## src/rtl/rob_pkg.sv

```systemverilog
// Shared types and defaults for the reorder buffer: per-entry status flags,
// retire FSM states and default geometry.
package rob_pkg;

    localparam int ROB_DEPTH_DEFAULT  = 8;
    localparam int ROB_ARCH_W_DEFAULT = 5;

    typedef enum logic {
        RUN   = 1'b0,
        FLUSH = 1'b1
    } rob_state_t;

    // Control half of an entry; pc/arch/wr live in a plain storage array.
    typedef struct packed {
        logic valid;
        logic done;
        logic exc;
    } rob_flags_t;

endpackage

```

## src/rtl/rob_ptr.sv

```systemverilog
// Circular-buffer pointer with wrap bit (increment / clear) plus one
// comparison against the peer pointer: empty-style equality or full-style.
module rob_ptr #(
    parameter int IDX_W    = 3,
    parameter bit CMP_FULL = 1'b0
) (
    input  logic             clk,
    input  logic             reset_n,
    input  logic             inc,
    input  logic             clr,
    input  logic [IDX_W:0]   peer,
    output logic [IDX_W:0]   ptr,
    output logic             match
);

    logic [IDX_W:0] ptr_reg;

    always_ff @(posedge clk or negedge reset_n) begin
        if (!reset_n) begin
            ptr_reg <= '0;
        end else if (clr) begin
            ptr_reg <= '0;
        end else if (inc) begin
            ptr_reg <= ptr_reg + 1'b1;
        end
    end

    assign ptr = ptr_reg;

    generate
        if (CMP_FULL) begin : g_full
            // Same slot, opposite lap: every entry is occupied.
            assign match = (ptr_reg[IDX_W-1:0] == peer[IDX_W-1:0]) &&
                           (ptr_reg[IDX_W] != peer[IDX_W]);
        end else begin : g_empty
            assign match = (ptr_reg == peer);
        end
    endgenerate

endmodule

```

## src/rtl/reorder_buffer.sv

```systemverilog
// In-order retirement buffer: program-order allocation, out-of-order
// completion, one retire per cycle from the head, flush on a faulting head.
module reorder_buffer
    import rob_pkg::*;
#(
    parameter int  DEPTH  = ROB_DEPTH_DEFAULT,
    parameter int  ARCH_W = ROB_ARCH_W_DEFAULT,
    localparam int IDX_W  = $clog2(DEPTH)
) (
    input  logic              clk,
    input  logic              reset_n,
    input  logic              alloc_valid,
    output logic              alloc_ready,
    input  logic [31:0]       alloc_pc,
    input  logic [ARCH_W-1:0] alloc_arch,
    input  logic              alloc_wr,
    output logic [IDX_W-1:0]  alloc_tag,
    input  logic              cmpl_valid,
    input  logic [IDX_W-1:0]  cmpl_tag,
    input  logic              cmpl_exc,
    output logic              rob_commit_valid,
    output logic [ARCH_W-1:0] rob_commit_arch,
    output logic              exception_occurred,
    output logic [31:0]       exception_pc,
    output logic [IDX_W:0]    count
);

    localparam int PAY_W = 32 + ARCH_W + 1;

    rob_state_t        state_reg;
    rob_flags_t        flags_reg [DEPTH];
    logic [PAY_W-1:0]  payload_mem [DEPTH];

    logic [IDX_W:0]    head_ptr;
    logic [IDX_W:0]    tail_ptr;
    logic              empty;
    logic              full;

    logic [IDX_W-1:0]  head_idx;
    logic [IDX_W-1:0]  tail_idx;
    rob_flags_t        head_flags;
    logic [31:0]       head_pc;
    logic [ARCH_W-1:0] head_arch;
    logic              head_wr;

    logic              alloc_fire;
    logic              cmpl_fire;
    logic              head_ready;
    logic              retire;
    logic              fault;

    logic              commit_valid_reg;
    logic [ARCH_W-1:0] commit_arch_reg;
    logic              exc_occurred_reg;
    logic [31:0]       exc_pc_reg;

    rob_ptr #(.IDX_W(IDX_W), .CMP_FULL(1'b0)) u_head_ptr (
        .clk     (clk),
        .reset_n (reset_n),
        .inc     (retire),
        .clr     (fault),
        .peer    (tail_ptr),
        .ptr     (head_ptr),
        .match   (empty)
    );

    rob_ptr #(.IDX_W(IDX_W), .CMP_FULL(1'b1)) u_tail_ptr (
        .clk     (clk),
        .reset_n (reset_n),
        .inc     (alloc_fire),
        .clr     (fault),
        .peer    (head_ptr),
        .ptr     (tail_ptr),
        .match   (full)
    );

    assign head_idx   = head_ptr[IDX_W-1:0];
    assign tail_idx   = tail_ptr[IDX_W-1:0];
    assign head_flags = flags_reg[head_idx];
    assign {head_pc, head_arch, head_wr} = payload_mem[head_idx];

    always_comb begin
        alloc_ready = (state_reg == RUN) && !full;
        alloc_fire  = alloc_valid && alloc_ready;
        cmpl_fire   = (state_reg == RUN) && cmpl_valid && flags_reg[cmpl_tag].valid;
        head_ready  = (state_reg == RUN) && !empty && head_flags.valid && head_flags.done;
        retire      = head_ready && !head_flags.exc;
        fault       = head_ready && head_flags.exc;
    end

    assign alloc_tag = tail_idx;
    assign count     = tail_ptr - head_ptr;

    // Per-entry status; a fault wins over any allocate/complete on the same edge.
    generate
        for (genvar gi = 0; gi < DEPTH; gi++) begin : g_entry
            always_ff @(posedge clk or negedge reset_n) begin
                if (!reset_n) begin
                    flags_reg[gi] <= '0;
                end else if (fault) begin
                    flags_reg[gi] <= '0;
                end else begin
                    if (alloc_fire && (tail_idx == IDX_W'(gi))) begin
                        flags_reg[gi] <= '{valid: 1'b1, done: 1'b0, exc: 1'b0};
                    end else if (cmpl_fire && (cmpl_tag == IDX_W'(gi))) begin
                        flags_reg[gi].done <= 1'b1;
                        flags_reg[gi].exc  <= cmpl_exc;
                    end
                    if (retire && (head_idx == IDX_W'(gi))) begin
                        flags_reg[gi].valid <= 1'b0;
                    end
                end
            end
        end
    endgenerate

    always_ff @(posedge clk) begin
        if (alloc_fire) begin
            payload_mem[tail_idx] <= {alloc_pc, alloc_arch, alloc_wr};
        end
    end

    always_ff @(posedge clk or negedge reset_n) begin
        if (!reset_n) begin
            state_reg        <= RUN;
            commit_valid_reg <= 1'b0;
            commit_arch_reg  <= '0;
            exc_occurred_reg <= 1'b0;
            exc_pc_reg       <= '0;
        end else begin
            commit_valid_reg <= retire;
            commit_arch_reg  <= (retire && head_wr) ? head_arch : '0;
            exc_occurred_reg <= fault;
            case (state_reg)
                RUN: begin
                    if (fault) begin
                        exc_pc_reg <= head_pc;
                        state_reg  <= FLUSH;
                    end
                end
                FLUSH:   state_reg <= RUN;
                default: state_reg <= RUN;
            endcase
        end
    end

    assign rob_commit_valid   = commit_valid_reg;
    assign rob_commit_arch    = commit_arch_reg;
    assign exception_occurred = exc_occurred_reg;
    assign exception_pc       = exc_pc_reg;

endmodule
```

## config.mk

```make
export PLATFORM = sky130hd
export DESIGN_NAME = reorder_buffer
export DESIGN_NICKNAME = d
export VERILOG_FILES = /design/src/rtl/rob_pkg.sv /design/src/rtl/rob_ptr.sv /design/src/rtl/reorder_buffer.sv
export SDC_FILE = /design/constraint.sdc
export NUM_CORES = 1
export LEC_CHECK = 0
export CAP_MARGIN = 20
export CORE_UTILIZATION = 55
export DETAILED_ROUTE_END_ITERATION = 7
export GPL_TIMING_DRIVEN = 0
export HOLD_SLACK_MARGIN = 0.05
export PLACE_DENSITY_LB_ADDON = 0.25
export SYNTH_ARGS = -nofsm -noshare
export SYNTH_HDL_FRONTEND = slang
export SYNTH_SLANG_ARGS = --single-unit
```

## constraint.sdc

```tcl
create_clock -name clk -period 6.2 [get_ports clk]
set_clock_uncertainty 0.2 [all_clocks]
set_input_delay 0.62 -clock clk [delete_from_list [all_inputs] [get_ports clk]]
set_output_delay 0.62 -clock clk [all_outputs]
set_load 0.03 [all_outputs]
```

# After elaboration in Yosys (flattened, before gate mapping)
# Memories as Yosys holds them, arrays and structs flattened.
# Cells that the tools add are included.
[totals] reg_bits=72 mem_bits_rw=304 in_bits=46 out_inout_bits=47 elab_cells=179 mem_count=1
[classes] add_sub_neg=3 magnitude_cmp=2 n_eq_ne=24 muxes=55 bitwise=3 reduce_logical=60
[mem_list] name="payload_mem" depth=8 word_bits=38 rd=1 rd_ports_with_merged_regs=0 wr=1 line_no="reorder_buffer.sv:32" rtl="logic [PAY_W-1:0] payload_mem [DEPTH];"
[op_table] op="3-bit nonzero test" n=16
[op_table] op="3-bit == test (second input constant)" n=12
[op_table] op="3-bit two-way mux" n=12
[op_table] op="1-bit logical AND" n=35
[op_table] op="2-bit two-way mux" n=16
[op_table] op="1-bit two-way mux" n=19
[op_table] op="3-bit binary-select mux with 3-bit select" n=2
[op_table] op="3-bit by 2-bit == test with 1-bit output (second input constant)" n=6
[op_table] op="4-bit two-way mux" n=4
[op_table] op="3-bit by 1-bit == test with 1-bit output (second input constant)" n=3
[op_table] op="3-bit logical NOT" n=3
[op_table] op="4-bit by 1-bit adder with 4-bit output (second input constant)" n=2
[op_table] op="4-bit greater-or-equal comparator (second input constant)" n=2
[op_table] op="3-bit NOT with 4-bit output" n=2
[op_table] op="5-bit two-way mux" n=1
[op_table] op="4-bit == test" n=1
[op_table] op="2-bit nonzero test" n=2
[op_table] op="4-bit subtractor" n=1
[op_table] op="3-bit == test" n=1
[op_table] op="1-bit logical NOT" n=3
[op_table] op="1-bit case mux with 2 select lines" n=1
[op_table] op="2-bit AND reduction" n=1
[op_table] op="1-bit != test" n=1
[op_table] op="1-bit NOT" n=1

# Longest topological paths before layout
[depth] ltp_word=10 ltp_mapped=11 ltp_nobuf=7

# Hierarchy
# Synthesis repeated with hierarchy kept, for this count alone.
[unflattened] hier_cells=787 hier_area_um2=14680.3
[by_module_without_submodules] module="reorder_buffer" n_inst=1 cells_each=745 area_per_inst_um2=14212.4 seq_area_each_um2=10730.3
[by_module_without_submodules] module="rob_ptr" n_inst=2 cells_each=21 area_per_inst_um2=234.0 seq_area_each_um2=100.1

# Least setup slack after synthesis
# No wires, ideal clock.
[synth_path] kind="register to register" startpoint="register u_head_ptr.ptr_reg[2], in the netlist u_head_ptr.ptr[2]" endpoint="memory payload_mem[4][0] in the netlist's numbering (enable)" t_arrival_ns=4.922 path_slack_ns=0.598 stages_incl_launch_ff=9 path_buffers=2 path_cell_list="dfrtp_1 -> buf_6 -> inv_2 -> clkbuf_1 -> ha_1 -> and3_1 -> a21oi_1 -> nand3_1 -> nor3_1"
[synth_between] elab_chain_len=7
[synth_lines] item="start: declaration" line_no="rob_ptr.sv:16" rtl="logic [IDX_W:0] ptr_reg;"
[synth_lines] item="start signal: assignment" line_no="rob_ptr.sv:24" rtl="ptr_reg <= ptr_reg + 1'b1;"
[synth_lines] item="3-bit == test" line_no="rob_ptr.sv:33" rtl="assign match = (ptr_reg[IDX_W-1:0] == peer[IDX_W-1:0]) &&"
[synth_lines] item="1-bit logical AND" line_no="rob_ptr.sv:33"
[synth_lines] item="1-bit logical NOT" line_no="reorder_buffer.sv:83" rtl="alloc_ready = (state_reg == RUN) && !full;"
[synth_lines] item="1-bit logical AND" line_no="reorder_buffer.sv:83"
[synth_lines] item="via alloc_ready" line_no="reorder_buffer.sv:13" rtl="output logic alloc_ready,"
[synth_lines] item="1-bit logical AND" line_no="reorder_buffer.sv:84" rtl="alloc_fire = alloc_valid && alloc_ready;"
[synth_lines] item="1-bit two-way mux" line_no="reorder_buffer.sv:118" rtl="if (alloc_fire) begin"
[synth_lines] item="1-bit two-way mux (implied by the code)" line_no="reorder_buffer.sv:119" rtl="payload_mem[tail_idx] <= {alloc_pc, alloc_arch, alloc_wr};"
[synth_lines] item="end: declaration" line_no="reorder_buffer.sv:32"
# The timed path passes the listed nets, and every way through them passes these cells.

# Worst setup path in the final report
[layout_path] startpoint="register u_head_ptr.ptr_reg[2], in the netlist u_head_ptr.ptr[2]" endpoint="output alloc_ready"
[layout_between] elab_chain_len=4
[layout_lines] item="3-bit == test" line_no="rob_ptr.sv:33"
[layout_lines] item="1-bit logical AND" line_no="rob_ptr.sv:33"
[layout_lines] item="1-bit logical NOT" line_no="reorder_buffer.sv:83"
[layout_lines] item="1-bit logical AND" line_no="reorder_buffer.sv:83"
[layout_lines] item="end: declaration" line_no="reorder_buffer.sv:13"
# Every way passes these cells.

==> metrics list <==
* Number of enable flip-flop cells after synthesis: a little over 300
* Setup repair after global routing missed its margin: false
- Number of maximum-capacitance constraint violations: 0
* Total global routing overflow: 0
* Crit path launch type: flop
- Result of the run: completed
- With fillers left out, the area of the finished cells amounts to roughly 18000 um2.
* Critical path class: flop to output pin
- Register area share after synthesis: 73.03%
- The die covers roughly 28000 um2.
- Static timing analysis puts the maximum clock frequency at 235.8 MHz.
- Highest cell delay on the worst timing path: 0.74 ns
* Critical-path cell list: buf_6 -> inv_2 -> clkbuf_1 -> ha_1 -> and3_1 -> a21oi_1 -> clkdlybuf4s50_1
- Combinational logic is responsible for 36.4% of the overall power.
- Via count of the first global-routing pass: 8466
- At the later pin of the worst-skew pair, clock insertion delay measures between 0.5 and 0.6 ns.
* Antenna violations before repair: 0
- The congestion estimate from routability-driven global placement came to approximately 0.9.
- Yosys instantiated no cell more often than edfxtp_1.
* Global-route total usage across every layer: between 20% and 30%
- TritonCTS built the clock tree.
- Share of flip-flops with an asynchronous set or reset: roughly a fifth
- Tightest Pin Transition: 1.092 ns
- STA puts the critical path data required time at roughly 5.4 ns.
- Relative contribution of the clock network to total power: around a quarter
* CP Buf/Inv Count: 4
- Worst setup EP type: output pin
* Setup TNS: 0 ns
* Mapped Nets: about 850
* Internal Dissipation: roughly 6 mW
* Initial DRT Pass Iterations: 5
* Port-buffer cells: 91
- Portion of total power attributed to sequential cells: 38.3%
* Launching element of the worst setup path: u_head_ptr.ptr[2]$_DFFE_PN0P_
- Pwr Density: roughly 510 nW/um2
- Yosys reg bits: around 380
* Total number of placement rows: 60
- Clock-pin slew of the registers on the worst-case setup and hold paths: ~0.060 ns
- Ports: 93
- In this run the number of cells on the critical path is 7.
- The tightest min-delay check is of the input pin to async pin type.
* H-tree depth: 2
- After legalization and detailed placement, the total HPWL measured 20820 um.
* Maximum number of pins on one net before global-route repair: 63
- For this design the total switching power over the nets is around 3.2 mW.
* Portion of the clock cycle consumed by the worst path in the final layout: 68.39%
- Number of standard cells after synthesis: about 800
- Layout cell share with drive strength beyond 1: between 20% and 30%
* Number of flip-flops in the largest register: ~300
* Number of hold violations in the final report: 0
- Data arrival time of the critical path: between 3 and 4 ns
* Max Slew Vio Count: 0
- Post-DR wirelength/cell: roughly 25 um
- The die is 167.0 um tall.
* Library cells used by synthesis: 50
- In the synthesized netlist, the cells that appear most often are 304 x edfxtp_1, 78 x mux4_2, 72 x dfrtp_1, 44 x mux2i_1.
- Net switching is about a third of the power.
* Number of buffers added to fix hold violations after cts: 1
- Summing internal, switching and leakage power gives 9.228 mW.
- Once detail routing completed, the nets flagged for antenna violations numbered 0.
- In this run the tightest slew margin relative to its limit is about 27%.
* Count of inserted antenna diode cells: 0
- After the first detailed-routing iteration, the DRC count stood at between 800 and 900.
- After synthesis the cells add up to 14970 um2.
* Drt total wl: 33220 um
- The tree is rooted in a clkbuf_16.
- Along the worst path, the maximum fanout reaches 11.
- On the final layout, the worst hold slack is just under 0.3 ns.
- Flip-flop cell with the highest count after synthesis: edfxtp_1
* Number of buffers created by CTS: 38
* Final worst path period need: ~4.2 ns
- Starting utilization of the core area: a little under three fifths
- Summing all placed instances gives a cell area of 16640 um2.
- Final net count: between 1k and 1.5k
- edfxtp_1 takes more of the synthesized area than any other cell.
- Area Overhead vs Synth: 19.79%
- Post-CTS repair changed the size of 0 cells.
- Vias per inst: approximately 6.2
- For this design the static power due to leakage is 6.391 nW.
- Clock tree buffer depth: 3
- Setup violations remaining at the end of the flow were counted as 0.
* Endpoint of the most critical register-to-register path: payload_mem[0][25]$_DFFE_PP_
- Reg-to-reg startpoint: u_head_ptr.ptr[2]$_DFFE_PN0P_
* Clock Sink Count: 376
* Number of remaining DRC errors: 0
- Crit path to: alloc_ready
- For the worst flop-to-flop path, the logic depth is 10.
- Synthesized area divided by synthesized cell count: approximately 19 um2
- For this run, the share of the core covered by cells in the final layout is about two thirds.
- The core region is 26800 um2.
- Of the post-synthesis cell area, the dominant cell type holds 60.99%.
- Post-CTS repair timing setup buffer count: 0
- Category of cells accounting for the largest share of critical-path delay: buffers and inverters
* Width of the die: around 170 um
- Peak ir drop on the vdd network: 313.0 uV
- Vias: about 8k
* Synth top area cells: edfxtp_1 61%, dfrtp_1 12%, mux4_2 12%, mux2i_1 2.9%, a31oi_1 1.6%
- The largest individual stage delay along the critical path comes from the cell clkdlybuf4s50_1.
* Worst-case register-to-register setup slack: a little over 2 ns
- Yosys warning total: 0
* Global-route wire length before repair: ~50000 um
-- worst min path at each step --
stage	from	to	slack, ns	cells past startpoint
2_1_floorplan	reset_n	exception_occurred$_DFF_PN0_	0.12	0
3_3_place_gp	exception_pc[0]$_DFFE_PN0P_	exception_pc[0]$_DFFE_PN0P_	0.31	2
3_5_place_dp	reset_n	rob_commit_arch[2]$_DFF_PN0_	0.28	1
4_1_cts	reset_n	exception_pc[8]$_DFFE_PN0P_	0.29	2
5_1_grt	reset_n	rob_commit_arch[2]$_DFF_PN0_	0.29	2
6_report	reset_n	rob_commit_arch[2]$_DFF_PN0_	0.29	2
-- layout make-up --
| class | count | area, um2 |
|---|---|---|
| flip-flops and latches | 376 | 10930 |
| fillers | 1733 | 8872 |
| multi-input cells | 348 | 3706 |
| repair buffers | 113 | 1234 |
| clock buffers | 47 | 1015 |
| well taps | 341 | 426.7 |
| plain buffers | 48 | 299.0 |
| clock inverters | 23 | 265.3 |
| inverters | 14 | 52.55 |
-- cells in the final DEF (no fill, tap or decap), types with 3 or more instances in the layout --
master	count
clkbuf_8	3
nand2_1	6
a221oi_1	3
clkinv_2	8
a21oi_2	6
clkbuf_1	16
dfrtp_1	72
mux4_2	78
bufinv_16	5
inv_1	12
nand3_1	24
clkinv_1	3
and3_2	5
a31oi_1	39
buf_2	17
a211oi_1	5
o32a_1	4
buf_4	15
nor2_1	16
buf_6	18
and2_1	5
buf_8	3
clkdlybuf4s50_1	90
clkinvlp_4	4
ha_1	15
xnor2_1	5
or3_1	3
nor3_1	11
a21oi_1	39
and3_1	5
o21ai_0	5
mux2i_1	44
edfxtp_1	304
nor3_2	3
buf_12	4
clkbuf_16	38
-- through the flow --
step | worst slack, ns | std cells
floorplan | 0.5978 | 786
global placement | -2.536 | 1218
detailed placement | 2.035 | 1239
CTS | 1.954 | 1310
global route | 1.828 | 1310
finish | 1.960 | 1310
-- kinds of logic (layout without fill, tap and decap cells) --
kind of cell / after synthesis / in the layout / synth area share, %
AOI/OAI and AO/OA: 113 / 113 / 4.949
xor gates and xnor gates: 6 / 6 / 0.3511
adders and majority gates: 16 / 16 / 1.388
buffers and inverters: 62 / 245 / 2.349
DFF: 376 / 376 / 73.03
muxes: 122 / 122 / 14.68
and+or+nand+nor: 91 / 91 / 3.252
-- power by group through the flow --
stage,logic (mW),clock network (mW),registers (mW)
floorplan,1.95,0,3.74
global placement,3.20,0,3.61
detailed placement,3.35,0,3.57
CTS,3.37,2.36,3.53
global route,3.60,2.46,3.58
finish,3.36,2.34,3.54
-- metal layers --
| metal | vias up | track usage, % | share of wire (%) |
|---|---|---|---|
| li1 | 3508 | - | - |
| met1 | 4146 | 35.41 | 42 |
| met2 | 383 | 38.28 | 46 |
| met3 | 88 | 5.204 | 8.6 |
| met4 | 0 | 9.823 | 3.6 |
| met5 | - | 0 | 0 |
No activity file was read; power rests on OpenSTA's default activity.
